### src/rtl/dbg_clk_pkg.sv
// Shared definitions for the debug slow-clock controller.
// Holds the controller state encoding and the default sizes and reset
// divisor used by dbg_clk_ctrl and its half-period counter.
package dbg_clk_pkg;

    localparam int DEFAULT_CNT_W  = 27;
    localparam int DEFAULT_STEP_W = 16;
    // Half-period terminal count giving a 500 Hz output from a 100 MHz clk.
    localparam int DEFAULT_HALF   = 99_999;

    typedef enum logic [1:0] {
        ST_IDLE     = 2'd0,
        ST_RUN      = 2'd1,
        ST_STEP     = 2'd2,
        ST_STOPPING = 2'd3
    } state_e;

endpackage

### src/rtl/dbg_half_counter.sv
// Half-period counter for the debug clock divider.
// Counts up while enabled and wraps to zero on the terminal count.
// Ports:
//   clk, rst  - system clock, synchronous active-high reset
//   enable    - count while high (controller not idle)
//   clear     - force the count to zero on the next edge
//   load_val  - terminal count (half-period minus one)
//   count     - current count
//   tc        - terminal count reached this cycle (only while enabled)
module dbg_half_counter #(
    parameter int CNT_W = 27
) (
    input  logic             clk,
    input  logic             rst,
    input  logic             enable,
    input  logic             clear,
    input  logic [CNT_W-1:0] load_val,
    output logic [CNT_W-1:0] count,
    output logic             tc
);

    assign tc = enable && (count == load_val);

    // NOTE: sequential state uses non-blocking assignments so every register
    // samples the pre-edge values, independent of block ordering.
    always_ff @(posedge clk) begin
        if (rst || clear) begin
            count <= '0;
        end else if (enable) begin
            count <= tc ? '0 : count + CNT_W'(1);
        end
    end

endmodule

### src/rtl/dbg_clk_ctrl.sv
// Run/stop/single-step controller for the debug slow-clock divider.
// Owns the toggled output clock, the divisor handshake and the control FSM;
// the half-period counter lives in dbg_half_counter.
// Ports:
//   clk, rst               - system clock, synchronous active-high reset
//   cfg_valid/cfg_half     - offered divisor (half-period = cfg_half+1 cycles)
//   cfg_ready              - divisor slot free
//   cmd_run/stop/step      - one-cycle command pulses (stop > step > run)
//   step_count             - output periods for cmd_step
//   clk_out, tick          - divided clock and its rising-edge pulse
//   busy, state            - controller activity and state encoding
//   tick_cnt               - tick counter, present only with DBG_CLK_CNT_EN
// Optional feature macro: DBG_CLK_CNT_EN.
module dbg_clk_ctrl #(
    parameter int CNT_W        = dbg_clk_pkg::DEFAULT_CNT_W,
    parameter int DEFAULT_HALF = dbg_clk_pkg::DEFAULT_HALF,
    parameter int STEP_W       = dbg_clk_pkg::DEFAULT_STEP_W
) (
    input  logic              clk,
    input  logic              rst,
    input  logic              cfg_valid,
    input  logic [CNT_W-1:0]  cfg_half,
    output logic              cfg_ready,
    input  logic              cmd_run,
    input  logic              cmd_stop,
    input  logic              cmd_step,
    input  logic [STEP_W-1:0] step_count,
    output logic              clk_out,
    output logic              tick,
    output logic              busy,
    output logic [1:0]        state
`ifdef DBG_CLK_CNT_EN
   ,output logic [31:0]       tick_cnt
`endif
);

    import dbg_clk_pkg::*;

    localparam logic [CNT_W-1:0] HALF_RST = CNT_W'(DEFAULT_HALF);

    state_e              state_q, state_nxt;
    logic [CNT_W-1:0]    half_reg;
    logic [CNT_W-1:0]    pending_half;
    logic                pending_q;
    logic [STEP_W-1:0]   step_rem_q, step_rem_nxt;
    logic                clk_out_nxt;
    logic                tick_nxt;
    logic                tc;
    logic                fall_tc;
    state_e              stop_target;

    dbg_half_counter #(
        .CNT_W (CNT_W)
    ) u_half_counter (
        .clk      (clk),
        .rst      (rst),
        .enable   (state_q != ST_IDLE),
        .clear    (state_nxt == ST_IDLE),
        .load_val (half_reg),
        .count    (),
        .tc       (tc)
    );

    // A falling terminal count ends a full output period.
    assign fall_tc = tc && clk_out;

    // A stop while high waits for the falling edge unless it is happening
    // right now; a stop while low can drop straight to IDLE.
    assign stop_target = (clk_out && !fall_tc) ? ST_STOPPING : ST_IDLE;

    // NOTE: every signal written here gets a default first so no path
    // leaves it unassigned and no latch is inferred.
    always_comb begin
        state_nxt    = state_q;
        step_rem_nxt = step_rem_q;
        clk_out_nxt  = tc ? !clk_out : clk_out;

        unique case (state_q)
            ST_IDLE: begin
                if (cmd_step && step_count != '0) begin
                    state_nxt    = ST_STEP;
                    step_rem_nxt = step_count;
                end else if (cmd_run) begin
                    state_nxt = ST_RUN;
                end
            end
            ST_RUN: begin
                if (cmd_stop) state_nxt = stop_target;
            end
            ST_STEP: begin
                if (cmd_stop) begin
                    state_nxt = stop_target;
                end else if (fall_tc) begin
                    step_rem_nxt = step_rem_q - STEP_W'(1);
                    if (step_rem_q == STEP_W'(1)) state_nxt = ST_IDLE;
                end
            end
            ST_STOPPING: begin
                if (fall_tc) state_nxt = ST_IDLE;
            end
        endcase

        // Leaving for IDLE never lets a fresh high phase start.
        if (state_nxt == ST_IDLE) begin
            clk_out_nxt  = 1'b0;
            step_rem_nxt = '0;
        end

        tick_nxt = clk_out_nxt && !clk_out;
    end

    always_ff @(posedge clk) begin
        if (rst) begin
            state_q    <= ST_IDLE;
            step_rem_q <= '0;
            clk_out    <= 1'b0;
            tick       <= 1'b0;
        end else begin
            state_q    <= state_nxt;
            step_rem_q <= step_rem_nxt;
            clk_out    <= clk_out_nxt;
            tick       <= tick_nxt;
        end
    end

    // Divisor slot: a new value waits in pending_half until it can be applied
    // without shortening a phase (immediately in IDLE, else at a falling TC so
    // the next low phase already uses it).
    always_ff @(posedge clk) begin
        if (rst) begin
            pending_q    <= 1'b0;
            pending_half <= '0;
            half_reg     <= HALF_RST;
        end else if (pending_q && (state_q == ST_IDLE || fall_tc)) begin
            pending_q <= 1'b0;
            half_reg  <= pending_half;
        end else if (cfg_valid && !pending_q) begin
            pending_q    <= 1'b1;
            pending_half <= cfg_half;
        end
    end

    assign cfg_ready = !pending_q;
    assign busy      = (state_q != ST_IDLE);
    assign state     = state_q;

`ifdef DBG_CLK_CNT_EN
    always_ff @(posedge clk) begin
        if (rst) begin
            tick_cnt <= '0;
        end else if (tick) begin
            tick_cnt <= tick_cnt + 32'd1;
        end
    end
`endif

endmodule
### config.mk
export PLATFORM = sky130hd
export DESIGN_NAME = dbg_clk_ctrl
export DESIGN_NICKNAME = d
export VERILOG_FILES = /design/src/rtl/dbg_clk_pkg.sv /design/src/rtl/dbg_half_counter.sv /design/src/rtl/dbg_clk_ctrl.sv
export SDC_FILE = /design/constraint.sdc
export NUM_CORES = 1
export LEC_CHECK = 0
export BUFFER_PORTS_ARGS = -buffer_cell sky130_fd_sc_hd__buf_2
export CAP_MARGIN = 20
export CELL_PAD_IN_SITES_DETAIL_PLACEMENT = 0
export CELL_PAD_IN_SITES_GLOBAL_PLACEMENT = 1
export CORE_ASPECT_RATIO = 0.5
export CORE_UTILIZATION = 44
export DETAILED_ROUTE_END_ITERATION = 8
export PLACE_DENSITY_LB_ADDON = 0.1
export SLEW_MARGIN = 20
export SYNTH_ARGS = -nofsm -noshare
export SYNTH_HDL_FRONTEND = slang
export SYNTH_SLANG_ARGS = --single-unit
### constraint.sdc
create_clock -name clk -period 3.7 [get_ports clk]
set_input_delay 0 -clock clk [delete_from_list [all_inputs] [get_ports clk]]
set_output_delay 0 -clock clk [all_outputs]
set_load 0.02 [all_outputs]
# Word level (Yosys, flattened, before mapping)
# Index checks and enable logic that the tools add are counted.
[word_totals]
regBits = 102
input_bits = 49
output_inout_bits = 6
wordCells = 56
[op_classes]
n_addsub = 2
eq_ne = 8
muxes = 16
bitwise_logic = 1
reduce_logical = 21
[ops]
columns = ["op", "n"]
rows = [
  ["16-bit two-way mux", 3],
  ["16-bit one-hot mux with 2 select lines", 1],
  ["27-bit by 1-bit adder with 27-bit output, second input constant", 1],
  ["27-bit equality test", 1],
  ["27-bit two-way mux", 1],
  ["16-bit by 1-bit equality test with 1-bit output, second input constant", 1],
  ["2-bit two-way mux", 8],
  ["16-bit nonzero test", 1],
  ["16-bit by 1-bit subtractor with 16-bit output, second input constant", 1],
  ["2-bit one-hot mux with 4 select lines", 1],
  ["1-bit logical AND", 7],
  ["2-bit != test, second input constant", 3],
  ["2-bit equality test, second input constant", 2],
  ["2-bit logical NOT", 2],
  ["4-bit AND reduction", 1],
  ["2-bit nonzero test", 2],
  ["2-bit OR reduction", 2],
  ["1-bit logical NOT", 3],
  ["2-bit by 1-bit equality test with 1-bit output, second input constant", 1],
  ["1-bit logical OR", 2],
  ["1-bit two-way mux", 2],
  ["2-bit AND reduction", 1],
  ["1-bit NOT", 1],
]

# Longest topological paths before layout
[depth]
word_depth = 11
mapped_depth = 15
depth_no_buf = 11

# Hierarchy
# A second synthesis with hierarchy kept.
[hier_totals]
cells_unflattened = 586
area_unflattened_um2 = 4749.6
[by_module_without_submodules]
columns = ["mod", "n_inst", "cells_each", "area_per_inst_um2"]
rows = [
  ["dbg_clk_ctrl", 1, 406, 3190.6],
  ["dbg_half_counter", 1, 180, 1559.0],
]

# Least setup slack after synthesis
# Ideal clock, no wire load.
[synth_path]
path_type = "register to register"
startpoint = "register state_q[1] (netlist: state[1])"
endpoint = "register u_half_counter.count[4]"
setup_time_ps = 125
arrival_time_ps = 2819
t_required_ps = 3575
setup_slack_ps = 756
stages_incl_launch_ff = 16
n_path_buf = 4
synth_period_minus_slack_ps = 2944
path_cell_list = "dfxtp_1 > buf_2 > nor2_2 > nor4_1 > nand4_1 > nor2_4 > buf_2 > inv_1 > ha_1 > nor2b_1 > nor3b_1 > a21oi_1 > a31o_1 > buf_2 > buf_2 > nor3_1"
[synth_via]
elab_chain_cells = 10
elab_cells_between_ends = 21
[synth_rtl]
columns = ["element", "line", "text"]
rows = [
  ["start, declared", "dbg_clk_ctrl.sv:41", "state_e state_q, state_nxt;"],
  ["start signal, assigned", "dbg_clk_ctrl.sv:119", "state_q <= state_nxt;"],
  ["2-bit nonzero test", "dbg_clk_ctrl.sv:57", ".enable (state_q != ST_IDLE),"],
  ["1-bit logical AND", "dbg_half_counter.sv:22", "assign tc = enable && (count == load_val);"],
  ["1-bit logical AND", "dbg_clk_ctrl.sv:65", "assign fall_tc = tc && clk_out;"],
  ["1-bit logical NOT", "dbg_clk_ctrl.sv:69", "assign stop_target = (clk_out && !fall_tc) ? ST_STOPPING : ST_IDLE;"],
  ["1-bit logical AND", "dbg_clk_ctrl.sv:69", ""],
  ["2-bit two-way mux", "dbg_clk_ctrl.sv:69", ""],
  ["2-bit two-way mux, on equally long branches", "dbg_clk_ctrl.sv:91, dbg_clk_ctrl.sv:88", ""],
  ["2-bit one-hot mux with 4 select lines", "dbg_clk_ctrl.sv:78", "unique case (state_q)"],
  ["2-bit logical NOT", "dbg_clk_ctrl.sv:58", ".clear (state_nxt == ST_IDLE),"],
  ["1-bit logical OR", "dbg_half_counter.sv:27", "if (rst || clear) begin"],
  ["end signal, assigned", "dbg_half_counter.sv:30", "count <= tc ? '0 : count + CNT_W'(1);"],
  ["end, declared", "dbg_half_counter.sv:18", "output logic [CNT_W-1:0] count,"],
]
# Parallel ways exist; a longest one is shown, timed or not.
# A chain may end at the register's enable or synchronous reset.

# Final worst setup path
[layout_path]
startpoint = "register state_q[1] (netlist: state[1])"
endpoint = "register u_half_counter.count[6]"
# The elaborated chain is that of the path after synthesis.

==> flow_summary.toml <==
[timing]
whs_ns = 0.0313
fmax_ghz = 0.351
finalMaxSlewViolations = 0
fin_tns_setup_ns = 0
final-hold-violation-count = 0
fin_ws_ns = 0.848
skew_ns = 0.00660
fin_crit_sh = 0.771
tightest_slew_ns = 0.975
fin_crit_ns = 2.85
finalSetupViolCount = 0
maxSlewHeadroom = 0.347
rsz0062_at_grt = "no"

[finish]
multi_input_area_mm2 = 0.00265
drive_gt1_frac = 0.154
nFillCells = 1042
diodes = 0
final_cells = 821
design_area_mm2 = 0.00586
syn_to_final_growth_pct = 19.2
seqCellArea_mm2 = 0.00204
fin_nets = 730

[worst_setup_path]
critPathArrivalTime_ns = 3.06
end_kind = "flop"
r2r_slack_ns = 0.85
critPathMaxStageDelay_ns = 0.56
crit_chain = "nor2_2 > nor4_1 > nand4_1 > nor2_4 > inv_1 > ha_1 > nor2b_1 > nor3b_1 > a21oi_1 > a31o_1 > buf_4 > nor3_1"
setup.worst_path.start_class = "flop"
path_class = "reg -> reg"
cpMaxStageDelayCell = "dfxtp_1"
path_max_fanout = 28
cp.required_ns = 3.91
critical-path-top-delay-family = "simple AND/OR/NAND/NOR gates"
cp_num_buf_inv = 2

[pwr]
power.density_mw_per_mm2 = 435
max-vdd-ir-drop_v = 0.000215
leakage_nw = 2.24

[floorplan]
io_pins = 55
die_x_um = 152
die_h_um = 76.8
core_area_mm2 = 0.0105
start_util = 0.467
rows = 26
die_area_mm2 = 0.0116

[status]
outcome = "complete, no violations"

[logic_synthesis]
synth_cell_type_count = 56
yosys_warnings = 0
synth.area.top_cells = "dfxtp_1 42%, nand2_1 11%, a21oi_1 7.2%"
synth_seq_cells = 102
syn_area_mm2 = 0.00492
synth-main-ff-cell = "dfxtp_1"
yosysTopAreaCellShare = 0.415
post_synth.cell_area_avg_um2 = 8.05
yosysTopAreaCell = "dfxtp_1"
yosysSeqAreaShare = 0.415
async_flop_share = 0
syn_inst = 611
synth_edf_count = 0
synth_nets = 665

[drt]
detail_route.wl_per_cell_um = 14.3
dr.pass1.iters = 4
ant_nets = 0
vias = 4240
vias_per_cell = 5.16
drc = 0
drt-total-wl_um = 11800
first_iter_violations = 220

[clock_network]
cts_hold_buf = 31
clock_path_buffers = 2
clock_latency_ns = 0.34
clkSlewWorstSetupHoldPaths_ns = 0.07
post_cts_buffers = 0
cts_resized = 0
cts_tree = "built"
clockRootBuffer = "clkbuf_16"
cts_sinks = 102
htreeDepth = 3
cts_buffers = 9

[global_routing]
grtUsageTotal = 0.210
grt_pass1_vias = 3766
antenna_found_initial = 0
grt_first_pass_wirelength_um = 19100
grt_max_degree = 59
overflow = 0

[place]
place.port_buffers = 54
gp_congestion = 0.805
place_area_mm2 = 0.00524
dpl.hpwl_um = 8190
pre_cts_slack_ns = 0.852
dp_cells = 774

[min_path]
hold_path.class = "in -> reg"

[job]
drv_cap = 0
## final cells by class
class	instances	share of cell area
multi-input combinational	458	0.452
sequential	102	0.348
tap	140	0.0299
clock inverter	5	0.0111
inverter	11	0.00705
clock buffer	11	0.0414
timing repair buffer	94	0.111
## metal layers
layer  routed length (um)  up-vias  track usage
met1                 6440     1894        0.321
met5                    0        -            0
li1                     -     2220            -
met4                   83        0       0.0446
met2                 4580      117        0.294
met3                  662        9       0.0488
## power by group
group / total, mW / internal [mW] / switching (mW)
sequential: 1.19 / 1.15 / 0.0461
clock: 0.971 / 0.550 / 0.421
combinational: 0.382 / 0.154 / 0.227
total: 2.55 / 1.85 / 0.694
## worst register-to-register path: stages (launching register included)
cell	delay, ns
dfxtp_1	0.56
nor2_2	0.17
nor4_1	0.33
nand4_1	0.24
nor2_4	0.16
inv_1	0.05
ha_1	0.18
nor2b_1	0.15
nor3b_1	0.07
a21oi_1	0.18
a31o_1	0.18
buf_4	0.34
nor3_1	0.12
## worst paths after layout
check,start,endpoint,cells after the start
max,state[1]$_SDFF_PP0_,u_half_counter.count[6]$_SDFFE_PP0N_,12
min,step_count[1],step_rem_q[1]$_SDFFE_PP0P_,3
max reg2reg,state[1]$_SDFF_PP0_,u_half_counter.count[6]$_SDFFE_PP0N_,12
min reg2reg,pending_half[1]$_SDFFE_PP0P_,pending_half[1]$_SDFFE_PP0P_,2
## metrics by stage
step                      utilization  total power, mW
after CTS                       0.556             2.57
after global placement          0.497             1.58
after floorplan                     -             1.47
after global routing            0.556             2.67
final                           0.556             2.55
after detailed placement        0.497             1.58
## cell families (layout without fill, tap and decap cells)
logic type      Yosys count  count (layout)  share of synthesized area
mux                       1               1                    0.00204
flops                   102             102                      0.415
fa+ha+maj                 5               5                     0.0127
buf+inv                  51             121                     0.0471
simple gates            282             282                      0.292
xor+xnor                 52              52                     0.0926
compound gates          118             118                      0.138
## cells in the final DEF (no fill, tap or decap), types with 4 or more instances in the layout
| cell type | n |
|---|---|
| nand3b_1 | 11 |
| o21ai_1 | 13 |
| xnor2_1 | 19 |
| clkbuf_16 | 9 |
| nand2_1 | 148 |
| a21oi_1 | 71 |
| nand4_1 | 5 |
| nor3_2 | 16 |
| ha_1 | 5 |
| buf_2 | 54 |
| and4_1 | 4 |
| xor2_1 | 33 |
| nand3_1 | 11 |
| buf_4 | 9 |
| dlygate4sd3_1 | 31 |
| nor4_1 | 13 |
| nor3_1 | 24 |
| o21ai_0 | 10 |
| inv_1 | 11 |
| dfxtp_1 | 102 |
| nor2_1 | 23 |
## Yosys cell counts (2+ instances only)
cell,number
clkbuf_1,21
ha_1,5
o21ai_1,13
o41ai_1,2
inv_1,11
nor3_1,24
or4_1,3
o211ai_1,3
buf_4,2
nor3b_1,3
o21ai_0,10
a21oi_1,71
xnor2_1,19
a21o_1,3
nor4_1,13
or3b_1,2
nand3b_1,11
buf_6,2
o32a_1,2
and4_1,4
o31ai_1,3
nand4_1,5
nand2_1,148
nor2b_1,3
xor2_1,33
nor2_1,23
dfxtp_1,102
buf_2,14
nor3_2,16
nor2_2,2
and3_1,2
nand3_1,11
and2_1,2
(Power assumes the default switching activity.)
